**config.mk**
```make
export PLATFORM = sky130hd
export DESIGN_NAME = adc16dv160_input_read
export DESIGN_NICKNAME = d
export VERILOG_FILES = /design/src/rtl/adc16dv160_input_common_pkg.sv /design/src/rtl/adc16dv160_input_evcnt.sv /design/src/rtl/adc16dv160_input_read.sv
export SDC_FILE = /design/constraint.sdc
export NUM_CORES = 1
export LEC_CHECK = 0
export BUFFER_PORTS_ARGS = -buffer_cell sky130_fd_sc_hd__buf_2
export CAP_MARGIN = 25
export CORE_MARGIN = 2
export CORE_UTILIZATION = 51
export DETAILED_ROUTE_END_ITERATION = 12
export PLACE_DENSITY = 0.87
export SKIP_LAST_GASP = 1
export SLEW_MARGIN = 40
export SYNTH_ARGS = -nofsm -noshare
export SYNTH_HDL_FRONTEND = slang
export SYNTH_SLANG_ARGS = --single-unit
```
**constraint.sdc**
```tcl
create_clock -name ACLK -period 3.25 [get_ports ACLK]
set_input_delay 0.1625 -clock ACLK [delete_from_list [all_inputs] [get_ports ACLK]]
set_output_delay 0.1625 -clock ACLK [all_outputs]
set_load 0.1 [all_outputs]
```
**src/rtl/adc16dv160_input_common_pkg.sv**
```systemverilog
// adc16dv160_input_common: shared constants for the ADC16DV160 input AXI4-Lite slave.
// Holds the register byte offsets, SR bit positions, AXI response codes and
// the read-side FSM state type. Used by both the read and write logic.
package adc16dv160_input_common;

  localparam int unsigned AXI_DATA_W = 32;
  localparam int unsigned AXI_ADDR_W = 32;
  localparam int unsigned OFFSET_W   = 8;

  // Register byte offsets within the 256-byte window
  localparam logic [OFFSET_W-1:0] AXI_ADDR_CR           = 8'h00;
  localparam logic [OFFSET_W-1:0] AXI_ADDR_DSIZE        = 8'h04;
  localparam logic [OFFSET_W-1:0] AXI_ADDR_SR           = 8'h08;
  localparam logic [OFFSET_W-1:0] AXI_ADDR_LS_START_THR = 8'h0C;
  localparam logic [OFFSET_W-1:0] AXI_ADDR_LS_STOP_THR  = 8'h10;
  localparam logic [OFFSET_W-1:0] AXI_ADDR_LS_N_START   = 8'h14;
  localparam logic [OFFSET_W-1:0] AXI_ADDR_LS_N_STOP    = 8'h18;
  localparam logic [OFFSET_W-1:0] AXI_ADDR_EVCNT        = 8'h1C;

  // SR bit positions
  localparam int unsigned SR_BUSY_BIT = 0;
  localparam int unsigned SR_DONE_BIT = 1;
  localparam int unsigned SR_OVF_BIT  = 2;

  localparam logic [1:0] RESP_OKAY   = 2'b00;
  localparam logic [1:0] RESP_SLVERR = 2'b10;

  typedef enum logic {
    S_IDLE = 1'b0,
    S_RESP = 1'b1
  } rd_state_e;

endpackage

```
**src/rtl/adc16dv160_input_evcnt.sv**
```systemverilog
// adc16dv160_input_evcnt: saturating 32-bit event counter with clear-on-read.
// An event in the same cycle as a clear wins: the count restarts at 1.
// Ports:
//   clk, rst   clock, asynchronous active-high reset
//   evt_i      single-cycle event pulse
//   clr_i      clear request (read handshake of EVCNT)
//   cnt_o      registered count value
module adc16dv160_input_evcnt
  import adc16dv160_input_common::*;
(
  input  logic                  clk,
  input  logic                  rst,
  input  logic                  evt_i,
  input  logic                  clr_i,
  output logic [AXI_DATA_W-1:0] cnt_o
);

  logic [AXI_DATA_W-1:0] cnt_q;
  logic [AXI_DATA_W-1:0] cnt_d;

  // Next count: event beats clear, saturating at all-ones
  always_comb begin
    cnt_d = cnt_q;
    if (evt_i) begin
      if (clr_i) begin
        cnt_d = AXI_DATA_W'(1);
      end else if (cnt_q != '1) begin
        cnt_d = cnt_q + AXI_DATA_W'(1);
      end
    end else if (clr_i) begin
      cnt_d = '0;
    end
  end

  always_ff @(posedge clk or posedge rst) begin
    if (rst) begin
      cnt_q <= '0;
    end else begin
      cnt_q <= cnt_d;
    end
  end

  assign cnt_o = cnt_q;

endmodule

```
**src/rtl/adc16dv160_input_read.sv**
```systemverilog
// adc16dv160_input_read: AXI4-Lite read responder for the ADC16DV160 input block.
// Returns CR/DSIZE/threshold readbacks, a status register with sticky done/ovf
// bits and an overflow event counter; SR and EVCNT clear on read.
// Optional feature macro: ADC16DV160_INPUT_RD_SLVERR_EN (unmapped -> SLVERR).
// Ports:
//   ACLK, ARESET                   clock, asynchronous active-high reset
//   ARADDR/ARVALID/ARREADY         AXI read address channel
//   RDATA/RRESP/RVALID/RREADY      AXI read data channel
//   dsize, cr_*, ls_*              readback values from the write side
//   st_busy, st_done, st_ovf       live busy level, done and overflow pulses
module adc16dv160_input_read
  import adc16dv160_input_common::*;
#(
  parameter int unsigned ADDR_LSB = 2,
  parameter int unsigned DECODE_W = 6
) (
  input  logic                  ACLK,
  input  logic                  ARESET,
  input  logic [AXI_ADDR_W-1:0] ARADDR,
  input  logic                  ARVALID,
  output logic                  ARREADY,
  output logic [AXI_DATA_W-1:0] RDATA,
  output logic [1:0]            RRESP,
  output logic                  RVALID,
  input  logic                  RREADY,
  input  logic [31:0]           dsize,
  input  logic                  cr_test,
  input  logic                  cr_rt,
  input  logic                  cr_ls,
  input  logic [15:0]           ls_start_thr,
  input  logic [15:0]           ls_stop_thr,
  input  logic [31:0]           ls_n_start,
  input  logic [31:0]           ls_n_stop,
  input  logic                  st_busy,
  input  logic                  st_done,
  input  logic                  st_ovf
);

  localparam logic [DECODE_W-1:0] IDX_CR    = DECODE_W'(AXI_ADDR_CR >> ADDR_LSB);
  localparam logic [DECODE_W-1:0] IDX_DSIZE = DECODE_W'(AXI_ADDR_DSIZE >> ADDR_LSB);
  localparam logic [DECODE_W-1:0] IDX_SR    = DECODE_W'(AXI_ADDR_SR >> ADDR_LSB);
  localparam logic [DECODE_W-1:0] IDX_STRT  = DECODE_W'(AXI_ADDR_LS_START_THR >> ADDR_LSB);
  localparam logic [DECODE_W-1:0] IDX_STOP  = DECODE_W'(AXI_ADDR_LS_STOP_THR >> ADDR_LSB);
  localparam logic [DECODE_W-1:0] IDX_NSTRT = DECODE_W'(AXI_ADDR_LS_N_START >> ADDR_LSB);
  localparam logic [DECODE_W-1:0] IDX_NSTOP = DECODE_W'(AXI_ADDR_LS_N_STOP >> ADDR_LSB);
  localparam logic [DECODE_W-1:0] IDX_EVCNT = DECODE_W'(AXI_ADDR_EVCNT >> ADDR_LSB);

  rd_state_e             state_q, state_d;
  logic                  arready_q, arready_d;
  logic                  rvalid_q, rvalid_d;
  logic [AXI_DATA_W-1:0] rdata_q, rdata_d;
  logic [1:0]            rresp_q, rresp_d;
  logic                  done_q, ovf_q;

  logic [DECODE_W-1:0]   key;
  logic [AXI_DATA_W-1:0] rdata_c;
  logic [1:0]            rresp_c;
  logic [AXI_DATA_W-1:0] sr_c;
  logic [AXI_DATA_W-1:0] evcnt;
  logic                  hit_sr_c, hit_ev_c;
  logic                  rd_sr_c, rd_ev_c;
  logic                  ar_hs, r_hs;

  // Address bits outside the decode window are deliberately ignored
  logic unused_addr;
  assign unused_addr = ^{ARADDR[AXI_ADDR_W-1:ADDR_LSB+DECODE_W], ARADDR[ADDR_LSB-1:0]};

  assign key   = ARADDR[ADDR_LSB+DECODE_W-1:ADDR_LSB];
  assign ar_hs = ARVALID & arready_q;
  assign r_hs  = RREADY & rvalid_q;

  // Status register snapshot (pre-clear values)
  always_comb begin
    sr_c              = '0;
    sr_c[SR_BUSY_BIT] = st_busy;
    sr_c[SR_DONE_BIT] = done_q;
    sr_c[SR_OVF_BIT]  = ovf_q;
  end

  // Read data decode
  always_comb begin
    rdata_c  = '0;
    rresp_c  = RESP_OKAY;
    hit_sr_c = 1'b0;
    hit_ev_c = 1'b0;
    case (key)
      IDX_CR:    rdata_c = {28'b0, cr_ls, cr_rt, cr_test, 1'b0};
      IDX_DSIZE: rdata_c = dsize;
      IDX_SR: begin
        rdata_c  = sr_c;
        hit_sr_c = 1'b1;
      end
      IDX_STRT:  rdata_c = {16'b0, ls_start_thr};
      IDX_STOP:  rdata_c = {16'b0, ls_stop_thr};
      IDX_NSTRT: rdata_c = ls_n_start;
      IDX_NSTOP: rdata_c = ls_n_stop;
      IDX_EVCNT: begin
        rdata_c  = evcnt;
        hit_ev_c = 1'b1;
      end
      default: begin
`ifdef ADC16DV160_INPUT_RD_SLVERR_EN
        rresp_c = RESP_SLVERR;
`else
        rresp_c = RESP_OKAY;
`endif
      end
    endcase
  end

  // Read FSM next state and registered-output next values
  always_comb begin
    state_d = state_q;
    rdata_d = rdata_q;
    rresp_d = rresp_q;
    rd_sr_c = 1'b0;
    rd_ev_c = 1'b0;
    case (state_q)
      S_IDLE: begin
        if (ar_hs) begin
          state_d = S_RESP;
          rdata_d = rdata_c;
          rresp_d = rresp_c;
          rd_sr_c = hit_sr_c;
          rd_ev_c = hit_ev_c;
        end
      end
      S_RESP: begin
        if (r_hs) begin
          state_d = S_IDLE;
        end
      end
      default: state_d = S_IDLE;
    endcase
    arready_d = (state_d == S_IDLE);
    rvalid_d  = (state_d == S_RESP);
  end

  always_ff @(posedge ACLK or posedge ARESET) begin
    if (ARESET) begin
      state_q   <= S_IDLE;
      arready_q <= 1'b0;
      rvalid_q  <= 1'b0;
      rdata_q   <= '0;
      rresp_q   <= RESP_OKAY;
    end else begin
      state_q   <= state_d;
      arready_q <= arready_d;
      rvalid_q  <= rvalid_d;
      rdata_q   <= rdata_d;
      rresp_q   <= rresp_d;
    end
  end

  // Sticky status bits: a new event overrides a same-cycle clear
  always_ff @(posedge ACLK or posedge ARESET) begin
    if (ARESET) begin
      done_q <= 1'b0;
      ovf_q  <= 1'b0;
    end else begin
      done_q <= st_done | (done_q & ~rd_sr_c);
      ovf_q  <= st_ovf | (ovf_q & ~rd_sr_c);
    end
  end

  adc16dv160_input_evcnt u_evcnt (
    .clk   (ACLK),
    .rst   (ARESET),
    .evt_i (st_ovf),
    .clr_i (rd_ev_c),
    .cnt_o (evcnt)
  );

  assign ARREADY = arready_q;
  assign RVALID  = rvalid_q;
  assign RDATA   = rdata_q;
  assign RRESP   = rresp_q;

endmodule

```
==> results.sh <==
export IMPL_post_cts_resized=0
export IMPL_yosys_register_bits=68
export IMPL_antenna_left=0
export IMPL_ctsHoldBuffers=2
export IMPL_h_tree_depth=3
export IMPL_synthDistinctLibCells=56
export IMPL_wl_per_cell_um=19.2
export IMPL_yosysSeqAreaShare=0.398
export IMPL_leakagePower_nw=2.59
export IMPL_worstMarginPinSlew_ns=0.654
export IMPL_place_congestion=0.990
export IMPL_clkSinkCount=68
export IMPL_synth_edf_count=0
export IMPL_fp_dieArea_mm2=0.00912
export IMPL_synthesis_area_mm2=0.00427
export IMPL_antenna_cells=0
export IMPL_synth_flop_cell="dfrtp_1"
export IMPL_skew_ns=0.00893
export IMPL_clock_path_buffers=2
export IMPL_cp_start_kind="register"
export IMPL_drc=0
export IMPL_p_total_mw=2.05
export IMPL_num_io_pins=206
export IMPL_slew_violations=0
export IMPL_status="completed"
export IMPL_grt_max_degree=47
export IMPL_power_density_mw_per_mm2=384
export IMPL_ir_drop_v=0.000194
export IMPL_arrival_ns=2.42
export IMPL_antenna_found_initial=0
export IMPL_grt_pass1_vias=4219
export IMPL_dr_total_vias=4543
export IMPL_synth_most_common_cell="dfrtp_1"
export IMPL_die_y_um=95.5
export IMPL_slew_headroom=0.564
export IMPL_placed_area_mm2=0.00514
export IMPL_synthTopCellsByArea="dfrtp_1 40%, a22oi_1 7.2%, a22o_1 6.6%, nand2_1 4.6%, a222oi_1 4.0%"
export IMPL_yosysTopAreaCellShare=0.398
export IMPL_grt_usage=0.298
export IMPL_path_class="register to register"
export IMPL_path_clk_slew_ns=0.07
export IMPL_max_freq_mhz=455
export IMPL_start_util=0.522
export IMPL_slowest_delay_ns=0.46
export IMPL_synth_largest_area_cell="dfrtp_1"
export IMPL_grt_remaining_overflow=0
export IMPL_worstPathCellList="ha_1 -> and2_1 -> and3_4 -> a211oi_1 -> a21oi_1 -> a31o_2"
export IMPL_clk_latency_ns=0.33
export IMPL_grt_pass1_wl_mm=21.2
export IMPL_cts_setup_buffers=0
export IMPL_timing_final_ws_setup_ns=1.05
export IMPL_drt_iter0_drc=617
export IMPL_port_buffers=177
export IMPL_synthTopCellsByCount="68 x dfrtp_1, 52 x nand2_1, 41 x a22oi_1"
export IMPL_place_ws_ns=0.989
export IMPL_async_flop_share=1.00
export IMPL_area_growth_pct=25.0
export IMPL_setup_viol=0
export IMPL_finalSetupTns_ns=0
export IMPL_cts_root_buf="clkbuf_8"
export IMPL_die_w_um=95.5
export IMPL_fillCellCount=666
export IMPL_cts_made_buffers=9
export IMPL_syn_avg_cell_area_um2=9.55
export IMPL_hold_ws_ns=0.0662
export IMPL_critPathMaxFanout=11
export IMPL_drt_first_pass_iters=9
export IMPL_routed_wl_mm=13.8
export IMPL_hold_path_class="input port to register"
export IMPL_drive_above_1_share=0.379
export IMPL_fp_coreArea_mm2=0.00818
export IMPL_hpwlAfterDp_mm=10.2
export IMPL_syn_inst=447
export IMPL_ys_warn_count=0
export IMPL_post_route_period_util=0.676
export IMPL_dp_cells=699
export IMPL_utilization=0.653
export IMPL_fp_row_count=33
export IMPL_finalHoldViolations=0
export IMPL_fin_cells=717
export IMPL_maxCapViolCount=0
export IMPL_slowest_stage="dfrtp_1"
export IMPL_end_kind="register"
export IMPL_required_ns=3.47
export IMPL_nets=778
export IMPL_fin_crit_ns=2.20
export IMPL_vias_per_cell=6.34
export IMPL_rsz0062_at_grt="false"
export IMPL_cts_tree="built"
export IMPL_final_area_mm2=0.00534
==> worst max-delay path: cells and delay by family, from the launching register on <==
family,cells,cell delay [ns]
simple gates,2,0.64
fa+ha+maj,1,0.24
flops,1,0.46
compound gates,3,0.75
==> registers in the layout, indices dropped and copies added (netlist names) <==
name and flops:
ARREADY 1, RDATA 32, RVALID 1, done_q 1
ovf_q 1, u_evcnt.cnt_o 32
==> final timing paths <==
path	from	to	slack, ns	depth (start not counted)
max	u_evcnt.cnt_o[0]	u_evcnt.cnt_o[17]	1.05	6
min	RREADY	RVALID	0.07	2
max reg2reg	u_evcnt.cnt_o[0]	u_evcnt.cnt_o[17]	1.05	6
min reg2reg	done_q	done_q	0.49	1
max in group asynchronous	ARESET	u_evcnt.cnt_o[9]	1.91	4
min in group asynchronous	ARESET	RDATA[23]	0.38	3
==> metal layers <==
layer	routed length (um)	track usage	share of wire	vias to the layer above
li1	-	-	-	2039
met1	5450	0.410	0.40	2163
met2	6610	0.464	0.48	318
met3	1480	0.0696	0.11	23
met4	235	0.100	0.017	0
met5	0	0	0	-
==> logic make-up (layout without fill, tap and decap cells) <==
family                     after synthesis  after routing  share of synthesized area
and+or+nand+nor                        171            171                      0.222
AOI/OAI and AO/OA                      133            133                      0.259
DFF                                     68             68                      0.398
buffers and inverters                   51            215                     0.0674
xor gates and xnor gates                19             19                     0.0390
muxes                                    3              3                    0.00996
adders and majority gates                1              1                    0.00293
other                                    1              2                   0.000878
==> report_power, final <==
part | internal [mW] | leakage [nW] | total [mW] | switching (mW)
Combinational | 0.143 | 1.58 | 0.479 | 0.335
Clock | 0.293 | 0.0889 | 0.606 | 0.313
Sequential | 0.898 | 0.916 | 0.965 | 0.0664
Total | 1.33 | 2.59 | 2.05 | 0.714
==> cells in the final DEF (no fill, tap or decap), types with 2 or more instances in the layout <==
master,n
a2111oi_2,5
a211oi_1,3
a21o_1,2
a21oi_1,8
a222oi_1,17
a22o_1,32
a22oi_1,41
a2bb2oi_1,2
a31oi_1,7
and2_1,3
and3_1,8
and4_1,5
and4_4,2
buf_2,177
buf_4,11
clkbuf_8,10
clkinv_2,4
conb_1,2
dfrtp_1,68
dlygate4sd3_1,2
inv_1,8
mux2i_1,2
nand2_1,52
nand3_1,21
nand3b_1,3
nand4_1,14
nor2_1,29
nor3_1,5
nor3_2,3
nor3b_1,3
nor4_1,2
nor4_2,4
o21ai_0,7
o31ai_1,3
or2_2,2
or3_1,3
or4_1,2
xnor2_1,18
==> cell type report <==
class / count / area, um^2 / area share
inverter: 9 / 33.8 / 0.00633
multi-input combinational: 329 / 2310 / 0.434
tap: 105 / 131 / 0.0246
timing repair buffer: 190 / 988 / 0.185
clock inverter: 5 / 27.5 / 0.00516
sequential: 68 / 1700 / 0.319
clock buffer: 11 / 141 / 0.0265
(Power assumes the default switching activity.)
